### src/rtl/mant_align_shifter.sv
// Iterative right-shift mantissa aligner: one bit per clock with guard/sticky
// collection, valid/ready handshake on input and output.
module mant_align_shifter #(
    parameter int WIDTH = 12,
    parameter int SHW   = 4
) (
    input  logic             clk,
    input  logic             rst_n,
    input  logic             in_valid,
    output logic             in_ready,
    input  logic [WIDTH-1:0] mant_in,
    input  logic [SHW-1:0]   shamt,
    output logic             out_valid,
    input  logic             out_ready,
    output logic [WIDTH-1:0] mant_out,
    output logic             guard,
    output logic             sticky,
    output logic             busy
);

    typedef enum logic [1:0] {
        IDLE,
        SHIFT,
        DONE
    } state_t;

    // Counter must hold WIDTH+1, the shift that empties the mantissa completely.
    localparam int CW = $clog2(WIDTH + 2);
    localparam int XW = (SHW > CW) ? SHW : CW;
    localparam logic [CW-1:0] CNT_MAX = CW'(WIDTH + 1);
    localparam logic [CW-1:0] CNT_ONE = CW'(1);
    localparam logic [XW-1:0] SH_MAX  = XW'(WIDTH + 1);

    state_t        state;
    state_t        state_nxt;
    logic [CW-1:0] cnt;
    logic [CW-1:0] cnt_init;
    logic [XW-1:0] sh_x;

    always_comb begin
        sh_x     = XW'(shamt);
        cnt_init = (sh_x > SH_MAX) ? CNT_MAX : CW'(sh_x);
    end

    always_ff @(posedge clk or negedge rst_n) begin
        if (!rst_n) begin
            state <= IDLE;
        end else begin
            state <= state_nxt;
        end
    end

    always_comb begin
        state_nxt = state;
        case (state)
            IDLE:    if (in_valid)  state_nxt = (cnt_init == '0) ? DONE : SHIFT;
            SHIFT:   if (cnt == CNT_ONE) state_nxt = DONE;
            DONE:    if (out_ready) state_nxt = IDLE;
            default: state_nxt = IDLE;
        endcase
    end

    always_ff @(posedge clk or negedge rst_n) begin
        if (!rst_n) begin
            cnt      <= '0;
            mant_out <= '0;
            guard    <= 1'b0;
            sticky   <= 1'b0;
        end else begin
            case (state)
                IDLE: begin
                    if (in_valid) begin
                        mant_out <= mant_in;
                        guard    <= 1'b0;
                        sticky   <= 1'b0;
                        cnt      <= cnt_init;
                    end
                end
                SHIFT: begin
                    // Previous guard bit folds into sticky as a new bit becomes guard.
                    mant_out <= {1'b0, mant_out[WIDTH-1:1]};
                    guard    <= mant_out[0];
                    sticky   <= sticky | guard;
                    cnt      <= cnt - CNT_ONE;
                end
                default: ;
            endcase
        end
    end

    assign in_ready  = (state == IDLE);
    assign out_valid = (state == DONE);
    assign busy      = (state == SHIFT) || (state == DONE);

endmodule

### config.mk
export PLATFORM = sky130hd
export DESIGN_NAME = mant_align_shifter
export DESIGN_NICKNAME = d
export VERILOG_FILES = /design/src/rtl/mant_align_shifter.sv
export SDC_FILE = /design/constraint.sdc
export NUM_CORES = 1
export LEC_CHECK = 0
export CAP_MARGIN = 20
export CORE_ASPECT_RATIO = 0.75
export CORE_MARGIN = 4
export CORE_UTILIZATION = 38
export CTS_BUF_LIST = sky130_fd_sc_hd__clkbuf_4
export DETAILED_ROUTE_END_ITERATION = 10
export GPL_TIMING_DRIVEN = 0
export PLACE_DENSITY = 0.71
export SETUP_SLACK_MARGIN = 0.15
export SYNTH_ARGS = -nofsm -noshare
export SYNTH_HDL_FRONTEND = slang
export SYNTH_SLANG_ARGS = --single-unit
### constraint.sdc
create_clock -name clk -period 1.7 [get_ports clk]
set_clock_uncertainty 0.05 [all_clocks]
set_input_delay 0.34 -clock clk [delete_from_list [all_inputs] [get_ports clk]]
set_output_delay 0.34 -clock clk [all_outputs]
set_load 0.1 [all_outputs]
### After elaboration in Yosys (flattened, before gate mapping)

Index checks and enable logic that the tools add are counted.

* add/subtract/negate cells: 1
* multiply operators: 0
* div/mod/pow operators: 0
* magnitude comparators: 1
* eq/ne operators: 6
* shifts and indexed selects: 0
* mux-type cells: 13
* bitwise gates (word level): 1
* reduce and logical (&&, ||, !) cells: 6

Operators with widths (count)
* 12-bit case mux with 2 select lines: 1
* 12-bit two-way mux: 1
* 2-bit two-way mux: 4
* 4-bit two-way mux: 2
* 4-bit case mux with 2 select lines: 1
* 2-bit case mux with 3 select lines: 1
* 4-bit by 1-bit == test with 1-bit output (second input constant): 1
* 4-bit greater-than comparator (second input constant): 1
* 4-bit logical NOT: 1
* 2-bit inequality test (second input constant): 2
* 1-bit case mux with 2 select lines: 2
* 4-bit by 1-bit subtractor with 4-bit output (second input constant): 1
* 3-bit AND reduction: 1
* 2-bit by 1-bit == test with 1-bit output (second input constant): 1
* 2-bit == test (second input constant): 1
* 2-bit logical NOT: 1
* 2-bit by 1-bit inequality test with 1-bit output (second input constant): 1
* 2-bit AND reduction: 1
* 2-bit nonzero test: 1
* 1-bit logical OR: 1
* 1-bit two-way mux: 1
* 1-bit OR: 1

* register bits after elaboration: 20
* latch bits: 0
* RAM bits: 0
* bits in read-only memories: 0
* input port bits: 20
* output and inout bits: 17
* word-level logic and storage cells: 33
* memories: 0

### Logic depth before layout (Yosys ltp)

Gate-level depths: netlist of the first run.

* depth in word-level cells: 6
* depth in mapped cells: 7
* depth with buffers taken out: 5

### Worst setup path after synthesis of the first run

OpenSTA, ideal clock, no wires.

* kind: flip-flop to flip-flop
* start point: register state[0]
* end point: register mant_out[0]
* setup time: 0.083 ns
* arrival: 2.265 ns
* required time: 1.567 ns
* path slack: -0.698 ns
* cell stages (with the launch flop): 8
* cells stage by stage: dfrtp_1 inv_1 ha_1 buf_2 mux2i_4 buf_2 nand2_1 o21ai_0

* longest elaborated chain between the ends: 3

RTL lines
* from (decl): RTL line 34 `state_t state;`
* from (signal assigned): RTL line 49 `state <= state_nxt;`
* 2-bit logical NOT *
* net in_ready: RTL line 10 `output logic in_ready,`
* 2-bit inequality test (no source line) / 2-bit nonzero test (equally long branches)
* 2-bit AND reduction (no source line)
* to (signal assigned): RTL line 73 `mant_out <= mant_in;`
* to (signal assigned): RTL line 81 `mant_out <= {1'b0, mant_out[WIDTH-1:1]};`
* to (decl): RTL line 15 `output logic [WIDTH-1:0] mant_out,`

Mark *: on every way through the listed nets, which the timed path passes. The rest lies on a longest branch.
A chain may end at the register's enable or synchronous reset.

### Worst setup path after layout of the first run

* start point: register state[1]
* end point: register state[0]

* longest elaborated chain between the ends: 3

RTL lines
* 2-bit by 1-bit == test with 1-bit output (tied with other cells): RTL line 55 `case (state)`
* 2-bit inequality test (no source line) / 2-bit by 1-bit inequality test with 1-bit output (equally long branches)
* 3-bit AND reduction (no source line)

Parallel ways exist; a longest one is shown, timed or not.

==> out/results.ini, run 1 <==
[timing]
worstMarginPinSlew_ps = 934
hold_viol_final = 0
fin_crit_ps = 1660
fin_crit_sh = 0.976
max_clock_freq_mhz = 603
setup_viol = 0
rsz0062_at_grt = true
slew_headroom = 0.376
report.final.slew_viol_count = 0

[drt]
via_per_inst = 5.01
firstDrtPassIters = 4
num_vias = 986
ant_nets = 0
detail_route.wl_per_cell_um = 14.9
drc = 0
drt_iter0_markers = 74
routed_wl_um = 2930

[clocking]
cts-root-buf = clkbuf_4
max-clock-path-buffers = 2
cts_tree = done
numCtsBuffers = 3
clock_latency_ps = 300
h-tree-depth = 1
numClockSinks = 20
cts.clk_slew.worst_paths_ps = 120

[cells_and_area]
fillerInstances = 230
drive_above_1_share = 0.391
num_antenna_cells = 0
multi_input_area_um2 = 652
area_growth_syn_to_layout_pct = 60.4
final_core_util = 0.660
finalNetCount = 187
seqCellArea_um2 = 500

[logic_synthesis]
yosysMostFrequentCell = dfrtp_1
netlist-cell-type-count = 27
ys.flop_type = dfrtp_1
yosysWarnings = 0
synth-async-reset-ratio = 1.00
avgSynthCellArea_um2 = 10.1
synth.largest_area_cell = dfrtp_1
syn_nets = 134
yosys-top-cells-count = dfrtp_1, nand2_1, mux2i_1, o21ai_0
ys_ff_latch = 20
postSynthCellCount = 109
synth_edf_count = 0
ys_seq_area_frac = 0.454
synth_top_area_share = 0.454
synthTopCellsByArea = dfrtp_1, mux2i_1, o21ai_0
syn_area_um2 = 1100

[floorplan]
dieArea_um2 = 3840
io_pins = 37
initial_core_util = 0.411
rows = 16
core_um2 = 2680
die_h_um = 54.7
die_x_um = 70.2

[global_route]
grt_overflow = 0
grt_pass1_wl_um = 4990
grt_pass1_vias = 1094
antenna_found_initial = 0
grt_usage = 0.167
grt_max_degree = 21

[setup_path]
required_ps = 1870
path_class = flip-flop to flip-flop
cp-start-kind = flip-flop
critPathMaxFanout = 3
cp-end-kind = flip-flop
cp.arrival_ps = 1830

[run]
cap_violations = 0

[placement]
port-buffer-count = 36
routabilityCongestion = 0.903
dpl.hpwl_um = 2060

[hold_path]
hp-class = flip-flop to flip-flop

[outcome]
status = complete, no violations

## cell type report
cell class	instances	area share
multi-input combinational	78	0.368
sequential	20	0.283
timing repair buffer	48	0.254
buffer	5	0.0276
tap	36	0.0254
clock inverter	1	0.0170
clock buffer	3	0.0127
inverter	6	0.0127
## critical path, stage by stage, from the launching register on
cell and delay, ps:
dfrtp_1 440, inv_2 80, ha_4 180, buf_6 130, and2b_2 220, a221oi_4 230, mux2i_1 250
## routing by layer
layer  GRT usage  part of all wire
met4     0.00955            0.0021
met2       0.312              0.48
met5           0                 0
met3      0.0679             0.070
met1       0.191              0.44
## per-stage QoR
stage | cell area, um2 | hold WS (ps) | setup slack, ps | instances | setup TNS (ps)
final | 1770 | 473 | 41.3 | 197 | 0
after global routing | 1770 | 510 | -10.9 | 197 | -13.3
after CTS | 1660 | 481 | 36.5 | 196 | 0
after detailed placement | 1540 | 451 | -524 | 181 | -4580
after global placement | 1540 | 437 | -494 | 181 | -4360
after floorplan | 1140 | -5.59 | -19.7 | 109 | -230
## state kept, by name (all words and copies together) (netlist names)
name / cells
mant_out: 12
cnt: 4
state: 2
guard: 1
sticky: 1
## worst paths after layout
| path | from | endpoint | slack [ps] | cells after the start |
|---|---|---|---|---|
| setup / recovery | state[1] | state[0] | 40 | 6 |
| hold / removal | mant_out[1] | mant_out[1] | 470 | 2 |
| setup reg to reg | state[1] | state[0] | 40 | 6 |
| hold reg to reg | mant_out[1] | mant_out[1] | 470 | 2 |
| max in group asynchronous | rst_n | cnt[0] | 540 | 1 |
| min in group asynchronous | rst_n | mant_out[10] | 490 | 1 |
## cells in the final DEF, fill, tap and decap left out, drive strengths merged, types with 2 or more instances in the layout
cell type and n:
buf 26, clkdlybuf4s50 19, dfrtp 20, nor4 2, clkbuf 11, o221ai 2
o21ai 13, nand2 17, ha 5, nor2 2, mux2i 14, nand2b 3
a21oi 6, inv 6
## kinds of logic (layout without fill, tap and decap cells)
kind of cell,count (synthesis),after routing,share of synthesized area
DFF,20,20,0.454
and+or+nand+nor,30,30,0.132
muxes,14,14,0.138
adders and majority gates,5,5,0.0567
AOI/OAI and AO/OA,29,29,0.177
buffers and inverters,11,63,0.0431
## what timing repair did
action | in CTS | in global routing
hold buffers | 0 | 0
pin swaps | 3 | 4
buffers inserted | 10 | 1
cloned | 1 | 0
resized for setup | 105 | 31
setup endpoints to repair | 33 | 29
Power of run 1 is not shown: default switching activity piles up to over one toggle a cycle in this logic, so the estimate is an artifact.
==> run 2: changes to the inputs <==
PLACE_DENSITY = 0.73   (was 0.71)
==> out/results.ini, run 2 (synthesis gave the netlist of run 1 again) <==
[outcome]
status = complete, no violations

[timing]
fin_crit_sh = 0.943
hold_viol_final = 0
report.final.slew_viol_count = 0
hold_ws_ps = 467
fin_crit_ps = 1600
max_clock_freq_mhz = 624
rsz0062_at_grt = true
worstMarginPinSlew_ps = 909
setup_viol = 0
slew_headroom = 0.392

[floorplan]
core_um2 = 2680
rows = 16
die_h_um = 54.7
dieArea_um2 = 3840
io_pins = 37
die_x_um = 70.2
initial_core_util = 0.411

[drt]
firstDrtPassIters = 4
detail_route.wl_per_cell_um = 14.0
via_per_inst = 5.17
ant_nets = 0
num_vias = 1013
drc = 0
drt_iter0_markers = 52
routed_wl_um = 2750

[clocking]
cts.clk_slew.worst_paths_ps = 120
h-tree-depth = 1
cts-root-buf = clkbuf_4
cts_tree = done
cts_hold_buffers = 0
max-clock-path-buffers = 2
numClockSinks = 20
clock_latency_ps = 310
numCtsBuffers = 3

[cells_and_area]
seqCellArea_um2 = 500
fillerInstances = 241
layout_common_cells = dfrtp_1, clkdlybuf4s50_1, clkbuf_4, mux2i_1, nand2_2
largest_register_ffs = 12
top_regs = mant_out x12, cnt x4, state x2
finalNetCount = 186
multi_input_area_um2 = 631
regMostFlops = mant_out
drive_above_1_share = 0.394
area_growth_syn_to_layout_pct = 55.8
num_antenna_cells = 0
final_common_cell = dfrtp_1

[setup_path]
cp-end-kind = output port
cp.arrival_ps = 1210
required_ps = 1310
cp-start-kind = flip-flop
critPathMaxFanout = 3
path_class = flip-flop to output port

[global_route]
grt_max_degree = 21
antenna_found_initial = 0
grt_usage = 0.154
grt_pass1_wl_um = 4730
grt_pass1_vias = 1035
grt_overflow = 0

[placement]
port-buffer-count = 36
routabilityCongestion = 0.867
dpl.hpwl_um = 1860

[hold_path]
hp-class = flip-flop to flip-flop

[run]
cap_violations = 0

run 2: cell count changes in the layout (fill, tap and decap cells not counted), sizes merged:
cell    before  now
clkinv       0    1
buf         26   19
clkbuf      11   17
bufinv       1    0
run 2: layout make-up:
cell class,count,area share
clock buffers,3,0.0131
plain buffers,5,0.0328
multi-input cells,78,0.367
inverters,6,0.0131
clock inverters,1,0.00218
repair buffers,47,0.255
well taps,36,0.0262
flip-flops and latches,20,0.291
run 2: worst paths after layout:
| kind | from | endpoint | slack [ps] | depth (start not counted) |
|---|---|---|---|---|
| worst max-delay path | state[0] | busy | 100 | 3 |
| worst min register to register | mant_out[1] | mant_out[1] | 470 | 2 |
| max in group asynchronous | rst_n | mant_out[2] | 560 | 1 |
| worst max register to register | state[0] | mant_out[4] | 120 | 6 |
| worst min-delay path | mant_out[1] | mant_out[1] | 470 | 2 |
| min in group asynchronous | rst_n | sticky | 480 | 1 |
run 2: per-stage QoR:
step                TNS (ps)  utilization  cell area (um2)  worst slack (ps)  instances
finish                     0        0.641             1720              96.3        196
global placement       -4320        0.576             1540              -497        181
global route               0        0.641             1720              44.9        196
detailed placement     -4410        0.576             1540              -499        181
floorplan               -230            -             1140             -19.7        109
CTS                        0        0.593             1590              40.6        194
run 2: per-layer routing:
layer	part of all wire	vias up	track usage	wire, um
met1	0.47	482	0.193	1300
met2	0.47	38	0.272	1290
met3	0.054	4	0.0422	148
met4	0.0055	0	0.0318	15
met5	0	-	0	0
li1	-	489	-	-
run 2: repair_timing:
action,CTS,global route
pin swaps,3,9
resized for setup,97,44
endpoints found under the setup margin,33,34
endpoints found under the hold margin,0,0
gates cloned,1,1
buffers inserted,8,1
run 2: worst max-delay path, cell delays in order, from the launching register on:
cell,delay [ps]
dfrtp_1,390
inv_2,80
ha_4,280
buf_12,160
Power of run 2 is left out for the same reason.
==> run 3: changes to the inputs <==
PLACE_DENSITY = unset   (was 0.73)
PLACE_DENSITY_LB_ADDON = 0.1   (was unset)
SETUP_SLACK_MARGIN = 0.05   (was 0.15)
==> out/results.ini, run 3 (synthesis gave the netlist of run 1 again) <==
[floorplan]
dieArea_um2 = 3840
io_pins = 37
initial_core_util = 0.411
rows = 16
die_h_um = 54.7
die_x_um = 70.2
core_um2 = 2680

[placement]
dpl.hpwl_um = 1930
dpl.cell_count = 181
port-buffer-count = 36
routabilityCongestion = 0.711

[global_route]
grt_pass1_wl_um = 4250
grt_max_degree = 21
antenna_found_initial = 0
grt_overflow = 0
grt_pass1_vias = 930
grt_usage = 0.144

[clocking]
max-clock-path-buffers = 2
h-tree-depth = 1
clock_latency_ps = 300
numClockSinks = 20
cts-root-buf = clkbuf_4
cts_hold_buffers = 0
cts.clk_slew.worst_paths_ps = 120
cts_tree = done
numCtsBuffers = 3

[cells_and_area]
layout_common_cells = dfrtp_1, clkdlybuf4s50_1, nand2_1, buf_2, mux2i_1
fin_cells = 190
regMostFlops = mant_out
finalNetCount = 180
top_regs = mant_out x12, cnt x4, state x2
num_antenna_cells = 0
drive_above_1_share = 0.286
largest_register_ffs = 12
area_growth_syn_to_layout_pct = 44.9

[setup_path]
cp-start-kind = flip-flop
cp.arrival_ps = 1810
cp-end-kind = flip-flop
required_ps = 1880
path_class = flip-flop to flip-flop
critPathMaxFanout = 2

[drt]
routed_wl_um = 2590
via_per_inst = 5.07
drt_iter0_markers = 45
ant_nets = 0
num_vias = 964
firstDrtPassIters = 4
drc = 0
detail_route.wl_per_cell_um = 13.6

[outcome]
status = complete, no violations

[timing]
fin_crit_sh = 0.963
worstMarginPinSlew_ps = 879
hold_ws_ps = 467
max_clock_freq_mhz = 611
rsz0062_at_grt = true
setup_viol = 0
hold_viol_final = 0
fin_crit_ps = 1640
report.final.slew_viol_count = 0
slew_headroom = 0.412
setup_tns_ps = 0

[hold_path]
hp-class = input pin to async pin

[run]
cap_violations = 0

run 3: metrics by stage:
step | setup WS, ps | util | area (um2)
CTS | 50.5 | 0.592 | 1590
global placement | -504 | 0.576 | 1540
global route | 6.99 | 0.596 | 1600
finish | 63.3 | 0.596 | 1600
detailed placement | -515 | 0.576 | 1540
floorplan | -19.7 | - | 1140
run 3: path summary, 6_finish.rpt:
path | endpoint | cells after the start | startpoint | slack (ps)
hold / removal | mant_out[8] | 1 | rst_n | 470
max in group asynchronous | cnt[0] | 1 | rst_n | 540
setup / recovery | state[1] | 5 | cnt[1] | 60
hold reg to reg | mant_out[6] | 2 | mant_out[6] | 470
min in group clk | mant_out[6] | 2 | mant_out[6] | 470
setup reg to reg | state[1] | 5 | cnt[1] | 60
run 3: cell type report:
type                    count  area (um2)
plain buffers               5        43.8
fillers                   261        1080
clock inverters             1        30.0
clock buffers               3        22.5
well taps                  36        45.0
inverters                   6        22.5
repair buffers             41         349
multi-input cells          78         584
flip-flops and latches     20         502
run 3: repair_timing:
item,CTS,global route
gates resized for setup,80,20
pin swaps,0,1
endpoints found under the hold margin,0,0
endpoints found under the setup margin,18,28
setup buffers,1,3
gates cloned,0,1
run 3: routing by layer:
layer,GRT usage,share of wire,vias up
li1,-,-,480
met1,0.187,0.48,459
met2,0.225,0.45,23
met3,0.0550,0.056,2
met4,0.0382,0.0073,0
met5,0,0,-
run 3: worst max-delay path: stages, from the launching register on:
cell and delay [ps]:
dfrtp_1 420, inv_2 90, ha_4 110, or3b_4 380, a221oi_4 290, mux2i_1 220
Power of run 3 is left out for the same reason.
